==> config.mk <==
export PLATFORM = sky130hd
export DESIGN_NAME = prescaler_bank
export DESIGN_NICKNAME = d
export VERILOG_FILES = /design/src/rtl/prescaler_pkg.sv /design/src/rtl/prescaler_channel.sv /design/src/rtl/prescaler_bank.sv
export SDC_FILE = /design/constraint.sdc
export NUM_CORES = 1
export LEC_CHECK = 0
export CAP_MARGIN = 20
export CORE_MARGIN = 10
export CORE_UTILIZATION = 57
export DETAILED_ROUTE_END_ITERATION = 6
export GPL_TIMING_DRIVEN = 0
export PLACE_DENSITY_LB_ADDON = 0.15
export SETUP_SLACK_MARGIN = 0.15
export SLEW_MARGIN = 10
export SYNTH_ARGS = -nofsm -noshare
export SYNTH_HDL_FRONTEND = slang
export SYNTH_SLANG_ARGS = --single-unit
==> constraint.sdc <==
create_clock -name clockIn -period 12.4 [get_ports clockIn]
set_clock_uncertainty 0.1 [all_clocks]
set_input_delay 1.86 -clock clockIn [delete_from_list [all_inputs] [get_ports clockIn]]
set_output_delay 1.86 -clock clockIn [all_outputs]
set_load 0.05 [all_outputs]
==> src/rtl/prescaler_pkg.sv <==
// -----------------------------------------------------------------------------
// prescaler_pkg
// Shared constants and helpers for the prescaler bank.
//   DEFAULT_NUM_CH / DEFAULT_CNT_W / DEFAULT_DIV : default top-level parameters
//   MIN_DIV   : smallest usable divisor; a requested divisor of 1 runs as this
//   ch_idx_w(): width of the channel-select field (never less than 1 bit)
// -----------------------------------------------------------------------------
package prescaler_pkg;

  localparam int DEFAULT_NUM_CH = 4;
  localparam int DEFAULT_CNT_W  = 16;
  localparam int DEFAULT_DIV    = 400;
  localparam int MIN_DIV        = 2;

  // A one-channel bank still needs a 1-bit select port.
  function automatic int ch_idx_w(input int num_ch);
    return (num_ch > 1) ? $clog2(num_ch) : 1;
  endfunction

endpackage

==> src/rtl/prescaler_channel.sv <==
// -----------------------------------------------------------------------------
// prescaler_channel
// One clock-divider channel: counts 0..D-1 and wraps, where D is the active
// divisor. A new divisor is parked in a pending slot and only becomes active at
// a period boundary, so no clockOut phase is ever shortened. D=0 disables the
// channel (outputs low, count held at 0); D=1 runs as D=2.
//
// Optional feature (macro PRESCALER_SYNC_EN): i_sync forces a period boundary
// (count restarts at 0, any pending divisor is applied).
//
// Ports
//   clockIn      : clock
//   resetN       : asynchronous active-low reset
//   i_load_en    : store i_load_div into the pending slot this edge
//   i_load_div   : divisor to store
//   i_sync       : restart pulse (PRESCALER_SYNC_EN only)
//   o_pend_valid : pending slot occupied
//   o_clk        : divided clock, registered
//   o_tick       : one-cycle pulse in the last cycle of each period, registered
// -----------------------------------------------------------------------------
module prescaler_channel
  import prescaler_pkg::*;
#(
  parameter int CNT_W     = DEFAULT_CNT_W,
  parameter int DIV_RESET = DEFAULT_DIV
) (
  input  logic             clockIn,
  input  logic             resetN,
  input  logic             i_load_en,
  input  logic [CNT_W-1:0] i_load_div,
`ifdef PRESCALER_SYNC_EN
  input  logic             i_sync,
`endif
  output logic             o_pend_valid,
  output logic             o_clk,
  output logic             o_tick
);

  localparam logic [CNT_W-1:0] ONE = CNT_W'(1);

  logic [CNT_W-1:0] r_count;
  logic [CNT_W-1:0] r_div;
  logic [CNT_W-1:0] r_pend;
  logic             r_pend_valid;
  logic             r_clk;
  logic             r_tick;

  logic             w_bound;
  logic [CNT_W-1:0] w_count_nxt;
  logic [CNT_W-1:0] w_div_nxt;
  logic             w_pend_valid_nxt;
  logic             w_clk_nxt;
  logic             w_tick_nxt;

  // Next state is computed as a whole so the output registers are derived from
  // the same count/divisor that the counter registers will hold next cycle;
  // that keeps clockOut/tick exactly aligned with the count they describe.
  always_comb begin
    // NOTE: every variable gets a default before any branch, otherwise a path
    // that skips an assignment would infer a latch.
    w_count_nxt      = r_count + ONE;
    w_div_nxt        = r_div;
    w_pend_valid_nxt = r_pend_valid;

    // A disabled channel has no period, so every cycle is a boundary.
    w_bound = (r_div == '0) || (r_count == r_div - ONE);
`ifdef PRESCALER_SYNC_EN
    w_bound = w_bound || i_sync;
`endif

    if (w_bound) begin
      w_count_nxt = '0;
      if (r_pend_valid) begin
        w_div_nxt        = (r_pend == ONE) ? CNT_W'(MIN_DIV) : r_pend;
        w_pend_valid_nxt = 1'b0;
      end
    end

    // A load is only ever accepted into an empty slot, so it never collides
    // with the apply above; it simply refills the slot for the next boundary.
    if (i_load_en) begin
      w_pend_valid_nxt = 1'b1;
    end

    w_clk_nxt  = (w_div_nxt != '0) && (w_count_nxt >= (w_div_nxt >> 1));
    w_tick_nxt = (w_div_nxt != '0) && (w_count_nxt == w_div_nxt - ONE);
  end

  // NOTE: sequential state uses non-blocking assignments only, so every flop
  // samples the pre-edge values regardless of statement order.
  always_ff @(posedge clockIn or negedge resetN) begin
    if (!resetN) begin
      r_count      <= '0;
      r_div        <= CNT_W'(DIV_RESET);
      // NOTE: the pending data is reset along with its valid bit; it is a
      // single register, not a memory, and resetting it keeps state fully
      // defined after reset at negligible cost.
      r_pend       <= '0;
      r_pend_valid <= 1'b0;
      r_clk        <= 1'b0;
      r_tick       <= 1'b0;
    end else begin
      r_count      <= w_count_nxt;
      r_div        <= w_div_nxt;
      r_pend_valid <= w_pend_valid_nxt;
      r_clk        <= w_clk_nxt;
      r_tick       <= w_tick_nxt;
      if (i_load_en) begin
        r_pend <= i_load_div;
      end
    end
  end

  assign o_pend_valid = r_pend_valid;
  assign o_clk        = r_clk;
  assign o_tick       = r_tick;

endmodule

==> src/rtl/prescaler_bank.sv <==
// -----------------------------------------------------------------------------
// prescaler_bank
// NUM_CH independent programmable clock dividers sharing one load port.
// A load (loadValid && loadReady) targets channel loadChannel; loads to a
// channel index >= NUM_CH are accepted and dropped.
//
// Optional feature (macro PRESCALER_SYNC_EN): adds syncIn, which restarts every
// channel at count 0 and applies pending divisors, phase-aligning all outputs.
//
// Ports
//   clockIn     : clock (100 MHz)
//   resetN      : asynchronous active-low reset
//   loadValid   : divisor load request
//   loadReady   : target channel can take a load (0 during reset)
//   loadChannel : target channel of the load
//   loadDivisor : new divisor
//   syncIn      : restart pulse (PRESCALER_SYNC_EN only)
//   clockOut    : divided clock per channel
//   tick        : end-of-period pulse per channel
// -----------------------------------------------------------------------------
module prescaler_bank
  import prescaler_pkg::*;
#(
  parameter  int NUM_CH    = DEFAULT_NUM_CH,
  parameter  int CNT_W     = DEFAULT_CNT_W,
  parameter  int DIV_RESET = DEFAULT_DIV,
  localparam int IDX_W     = ch_idx_w(NUM_CH)
) (
  input  logic              clockIn,
  input  logic              resetN,
  input  logic              loadValid,
  output logic              loadReady,
  input  logic [IDX_W-1:0]  loadChannel,
  input  logic [CNT_W-1:0]  loadDivisor,
`ifdef PRESCALER_SYNC_EN
  input  logic              syncIn,
`endif
  output logic [NUM_CH-1:0] clockOut,
  output logic [NUM_CH-1:0] tick
);

  logic              r_ready;
  logic [NUM_CH-1:0] w_pend_valid;
  logic [NUM_CH-1:0] w_load_en;

  // Holds loadReady low through reset and releases it on the first edge after.
  always_ff @(posedge clockIn or negedge resetN) begin
    if (!resetN) begin
      r_ready <= 1'b0;
    end else begin
      r_ready <= 1'b1;
    end
  end

  // Out-of-range channels match no entry and therefore stay ready.
  always_comb begin
    loadReady = r_ready;
    for (int c = 0; c < NUM_CH; c++) begin
      if ((loadChannel == IDX_W'(c)) && w_pend_valid[c]) begin
        loadReady = 1'b0;
      end
    end
  end

  for (genvar c = 0; c < NUM_CH; c++) begin : g_ch
    assign w_load_en[c] = loadValid && loadReady && (loadChannel == IDX_W'(c));

    prescaler_channel #(
      .CNT_W     (CNT_W),
      .DIV_RESET (DIV_RESET)
    ) u_channel (
      .clockIn      (clockIn),
      .resetN       (resetN),
      .i_load_en    (w_load_en[c]),
      .i_load_div   (loadDivisor),
`ifdef PRESCALER_SYNC_EN
      .i_sync       (syncIn),
`endif
      .o_pend_valid (w_pend_valid[c]),
      .o_clk        (clockOut[c]),
      .o_tick       (tick[c])
    );
  end

endmodule

* Word-level counts from Yosys, hierarchy flattened *
Index checks and enable logic that the tools add are counted.
W data, S select, Z words.

operators by class
  reduce and logical (&&, ||, !) cells = 34
  multiply operators = 0
  eq/ne operators = 15
  add/sub/neg operators = 12
  bitwise gates (word level) = 0
  div/mod/pow operators = 0
  shift-type cells = 0
  $lt $le $gt $ge = 4
  muxes and demuxes = 28

operators by type and width
  cell                     count
  $mux W16                 16
  $eq A16 B16 Y1           8
  $sub A16 B1 Y16 const B  8
  $add A16 B1 Y16 const B  4
  $eq A16 B1 Y1 const B    4
  $ge A16 B15 Y1           4
  $logic_not A16 Y1        4
  $reduce_bool A16 Y1      4
  $logic_and A1 B1 Y1      17
  $mux W1                  12
  $reduce_bool A2 Y1       4
  $eq A2 B2 Y1 const B     2
  $logic_or A1 B1 Y1       4
  $eq A2 B1 Y1 const B     1
  $logic_not A2 Y1         1

storage, ports and cells
  bits in registers = 205
  memories kept = 0
  bits of input ports = 21
  bits in writable memories = 0
  latch bits = 0
  memory bits (read-only) = 0
  output and inout bits = 9

* Longest topological paths before layout *
  depth in word-level cells = 9
  gate-level depth with buffers = 31

* Modules after synthesis *
From an unflattened synthesis, not the netlist that was laid out.

unflattened totals
  cells, all modules = 1,696
  area total of the unflattened synthesis = 15,636.2 um^2

modules (own cells, without submodules)
  module                                     cells an instance  area an instance (um^2)  times used  sequential area each (um^2)
  prescaler_channel (g_ch[1].u_channel ...)  396                3,722.3                  2           1,280.0
  prescaler_channel (g_ch[3].u_channel)      458                4,154.0                  1           1,280.0
  prescaler_channel (g_ch[0].u_channel)      436                3,943.8                  1           1,280.0
  prescaler_bank                             10                 93.8                     1           25.0

* Worst setup path before layout *
OpenSTA, ideal clock, no wires.

  path type = register to register
  from = register g_ch[2].u_channel.r_div[0]
  to = register g_ch[2].u_channel.r_tick
  clock period less this slack = 5,744 ps
  library setup time = 111 ps
  stages on the path, launching flop included = 26
  slack = 6,656 ps
  arrival = 5,532 ps
  buffers on the path = 7
  cells stage by stage = dfrtp_1 > buf_6 > inv_1 > ha_1 > clkbuf_2 > and2_1 > a21oi_1 > or3_1 > a2111oi_2 > nand4_1 > o41a_1 > buf_2 > nor2_4 > buf_4 > clkbuf_1 > buf_1 > a21o_1 > ha_1 > clkbuf_1 > nand2_1 > a2111oi_0 > a31o_2 > mux2i_1 > o21a_1 > or4_1 > a2111oi_2

between the ends
  longest elaborated chain between the ends = 7
  elaborated cells between the ends (all ways) = 11
  those cells by class = add/sub (2); eq/ne (2); mux (3); reduce/logical (4)

ends and longest elaborated chain
  what                                    RTL line                  text
  start: declaration                      prescaler_channel.sv:42   logic [CNT_W-1:0] r_div;
  start signal: assignment                prescaler_channel.sv:94   r_div <= CNT_W'(DIV_RESET);
  start signal: assignment                prescaler_channel.sv:104  r_div <= w_div_nxt;
  $sub A16 B1 Y16                         prescaler_channel.sv:66   w_bound = (r_div == '0) || (r_count == r_div - ONE);
  $eq A16 B16 Y1                          prescaler_channel.sv:66
  $logic_or A1 B1 Y1                      prescaler_channel.sv:66
  $mux W16                                prescaler_channel.sv:71   if (w_bound) begin
  $sub A16 B1 Y16                         prescaler_channel.sv:86   w_tick_nxt = (w_div_nxt != '0) && (w_count_nxt == w_div_nxt - ONE);
  $eq A16 B16 Y1                          prescaler_channel.sv:86
  $logic_and A1 B1 Y1 (*)                 prescaler_channel.sv:86
  named net g_ch[2].u_channel.w_tick_nxt  prescaler_channel.sv:53   logic w_tick_nxt;
  end signal: assignment                  prescaler_channel.sv:107  r_tick <= w_tick_nxt;
  end: declaration                        prescaler_channel.sv:46   logic r_tick;

The timed path passes the listed nets; every way through them passes the cells marked *.
A chain may end at the register's enable or synchronous reset.

* Worst setup path in the final report *
Ends and elaborated chain as after synthesis.

==> flow_summary.toml <==
[global_routing]
grt_pass1_vias = 13500
grt_first_pass_wirelength_um = 73000
antenna_found_initial = 1
grt_max_degree = 85
grt.overflow.total = 0
grt.total_usage_pct = 25.1

[worst_setup_path]
arrival_ps = 7430
required_ps = 12690
cp_max_fo = 10
path_class = "register to register"
r2r_cells = 25
endpoint_kind = "register"
critPathMaxStageDelay_ps = 660
critPathTopFamily = "compound AO/OA/AOI/OAI gates"
critPathBufInv = 8
crit_path_top_delay_cell = "buf_1"
worstSetupPathDepth = 25
start_kind = "register"

[synth]
synth_warnings = 0
seq_area_frac_synth_pct = 32.6
syn-num-nets = 1852
synth_area_sq_um = 15800
syn-instance-count = 1756
synth_flop_cell = "dfrtp_1"
async_reset_ff_share_pct = 100
synth_edf_count = 0
syn-mean-instance-area_sq_um = 8.98
synth_seq_cells = 205
synth_cell_types = 102

[finish]
nets = 1908
fill_cells = 2295
final_cell_mix = "193 x dfrtp_1, 141 x nor2_1, 114 x xnor2_1"
layout_commonest_cell = "dfrtp_1"
final_layout_size_suffix_gt1_share_pct = 11.7
syn2layout_area_growth_pct = 10.4
final_core_util_pct = 64.3

[floorplanning]
die_w_um = 186
design.die.area_sq_um = 34700
row_count = 60
core_sq_um = 27100
fp.dieH_um = 186
ios = 30
initial_utilization_pct = 58.2

[cts]
cts.clk_slew.worst_paths_ps = 60
cts_root_buf = "clkbuf_16"
postCtsSetupRepairBufs = 0
clock_latency_ps = 530
htreeDepth = 1
numCtsBuffers = 24
cts_resized = 0
cts_tree = "done"
clk_path_buf_depth = 3
clock-sinks = 205
ctsHoldBuffers = 0

[sta]
slew_headroom_pct = 29.4
tightest_slew_ps = 1050
timing.final.crit_share_pct = 57.6
tns_ps = 0
slew_viol_final = 0
min_period_ps = 7140
setup-violations-final = 0
final-hold-violation-count = 0
timing.fmax_mhz = 140
rsz0062_at_grt = "false"

[routing]
routed_wirelength_um = 44800
drt_first_pass_iters = 7
avgViaCountPerCell = 6.21
remaining_drc_errors = 0
vias = 13700
antenna_left = 0
drt_iter0_markers = 1239
wl_per_cell_um = 20.3

[job]
drv_cap = 0

[placed_design]
gp_congestion = 0.988
place_hpwl_um = 33900
io_buffers = 28

[outcome]
outcome = "finished clean"

[worst_hold_path]
worstHoldPathCells = 1
min_path_type = "register to register"

[pwr]
power_per_cell_area_nw_per_um2 = 207
leakagePower_nw = 7.66
vdd.ir_drop.worst_uv = 125
-- cell type report --
type	instances	area, sq um	share of cell area (%)
multi-input cells	1353	9800	56.3
flip-flops and latches	205	5140	29.5
clock buffers	31	698	4.01
well taps	372	465	2.67
plain buffers	92	437	2.51
inverters	106	398	2.28
repair buffers	30	340	1.95
clock inverters	13	133	0.762
diodes	1	2.50	0.0144
-- report_power, final --
group / total, mW / switching [mW] / internal [mW] / leakage (nW)
clock: 0.731 / 0.291 / 0.440 / 0.414
sequential: 1.15 / 0.284 / 0.866 / 2.61
combinational: 1.73 / 0.978 / 0.749 / 4.64
-- per-layer routing --
layer  GRT usage (%)  vias up  share of wire [%]
met5               0        -                  0
met2            40.5      564                 46
met3            3.28      116                6.9
met1            33.9     6588                 43
met4            8.57        0                3.6
li1                -     6423                  -
-- synth_stat cells (all sizes together) (6+ instances only) --
| library cell | number | share of area [%] |
|---|---|---|
| xnor2 | 114 | 6.3 |
| nand4 | 28 | 1.1 |
| inv | 105 | 2.5 |
| o211ai | 12 | 0.57 |
| mux2i | 62 | 4.0 |
| o22ai | 8 | 0.40 |
| clkbuf | 59 | 1.4 |
| a31oi | 17 | 0.71 |
| o221ai | 8 | 0.44 |
| a211oi | 12 | 0.57 |
| mux2 | 84 | 6.0 |
| a2111oi | 6 | 0.53 |
| o41ai | 9 | 0.67 |
| dfrtp | 193 | 31 |
| and3 | 27 | 1.1 |
| nand2 | 112 | 2.7 |
| o21a | 6 | 0.29 |
| dfstp | 12 | 2.0 |
| o21ai | 55 | 1.8 |
| and2 | 18 | 0.71 |
| or2 | 9 | 0.37 |
| or4 | 16 | 0.76 |
| nand3 | 66 | 2.1 |
| nor2 | 143 | 3.5 |
| buf | 33 | 1.4 |
| o2111ai | 7 | 0.39 |
| a22oi | 7 | 0.33 |
| nor2b | 17 | 0.67 |
| a21oi | 62 | 2.1 |
| nand3b | 10 | 0.48 |
| nor3 | 76 | 2.4 |
| xor2 | 73 | 4.1 |
| a21o | 36 | 1.7 |
| ha | 75 | 5.9 |
| nand2b | 19 | 0.75 |
| nor4 | 43 | 2.0 |
| nand4b | 7 | 0.39 |
| or3 | 20 | 0.82 |
| nor4b | 7 | 0.39 |
-- worst reg2reg max path: stages, from the launching register on --
cell and delay (ps):
dfrtp_1 380, buf_6 140, inv_1 90, ha_1 140
clkbuf_2 210, and2_1 190, a21oi_1 70, or3_1 340
a2111oi_2 460, nand4_1 260, o41a_1 420, buf_2 210
nor2_4 140, buf_4 200, clkbuf_1 400, buf_1 660
a21o_1 220, ha_1 140, clkbuf_1 340, nand2_1 160
a2111oi_0 390, a31o_2 170, mux2i_1 60, o21a_1 170
or4_1 580, a2111oi_2 380
-- metrics by stage --
step / cell area [sq um] / setup slack [ps] / power (mW) / hold slack [ps] / std cells
after detailed placement: 16600 / 5350 / 2.84 / 446 / 2158
after floorplan: 15800 / 6660 / 2.36 / 395 / 1756
final: 17400 / 5260 / 3.61 / 465 / 2203
after global placement: 16500 / 761 / 2.79 / 435 / 2156
after CTS: 17400 / 5320 / 3.59 / 460 / 2202
after global routing: 17400 / 4770 / 3.85 / 474 / 2203
-- flip-flops by register name, summed over array words and instances, names as in the netlist --
register                     cells
g_ch.u_channel.r_count          64
g_ch.u_channel.r_div            64
g_ch.u_channel.r_pend           64
g_ch.u_channel.o_clk             4
g_ch.u_channel.o_pend_valid      4
g_ch.u_channel.o_tick            4
r_ready                          1
-- final timing paths --
path	slack (ps)	to	startpoint
max	5260	g_ch[2].u_channel.o_tick	g_ch[2].u_channel.r_div[0]
min	460	g_ch[2].u_channel.r_pend[9]	g_ch[2].u_channel.r_pend[9]
max reg2reg	5260	g_ch[2].u_channel.o_tick	g_ch[2].u_channel.r_div[0]
min reg2reg	460	g_ch[2].u_channel.r_pend[9]	g_ch[2].u_channel.r_pend[9]
max in group asynchronous	9940	g_ch[3].u_channel.r_div[4]	resetN
min in group asynchronous	1110	g_ch[1].u_channel.r_count[10]	resetN
-- kinds of logic after synthesis --
logic type / count (synthesis) / synth area share [%]
XOR/XNOR: 190 / 10.8
AND/OR/NAND/NOR: 638 / 21.4
AO/OA/AOI/OAI: 301 / 13.8
other: 1 / 0.0238
multiplexers: 147 / 10.1
buffers and inverters: 198 / 5.29
flip-flops: 205 / 32.6
adder cells (fa/ha/maj): 76 / 6.01
No activity file was read; power rests on OpenSTA's default activity.
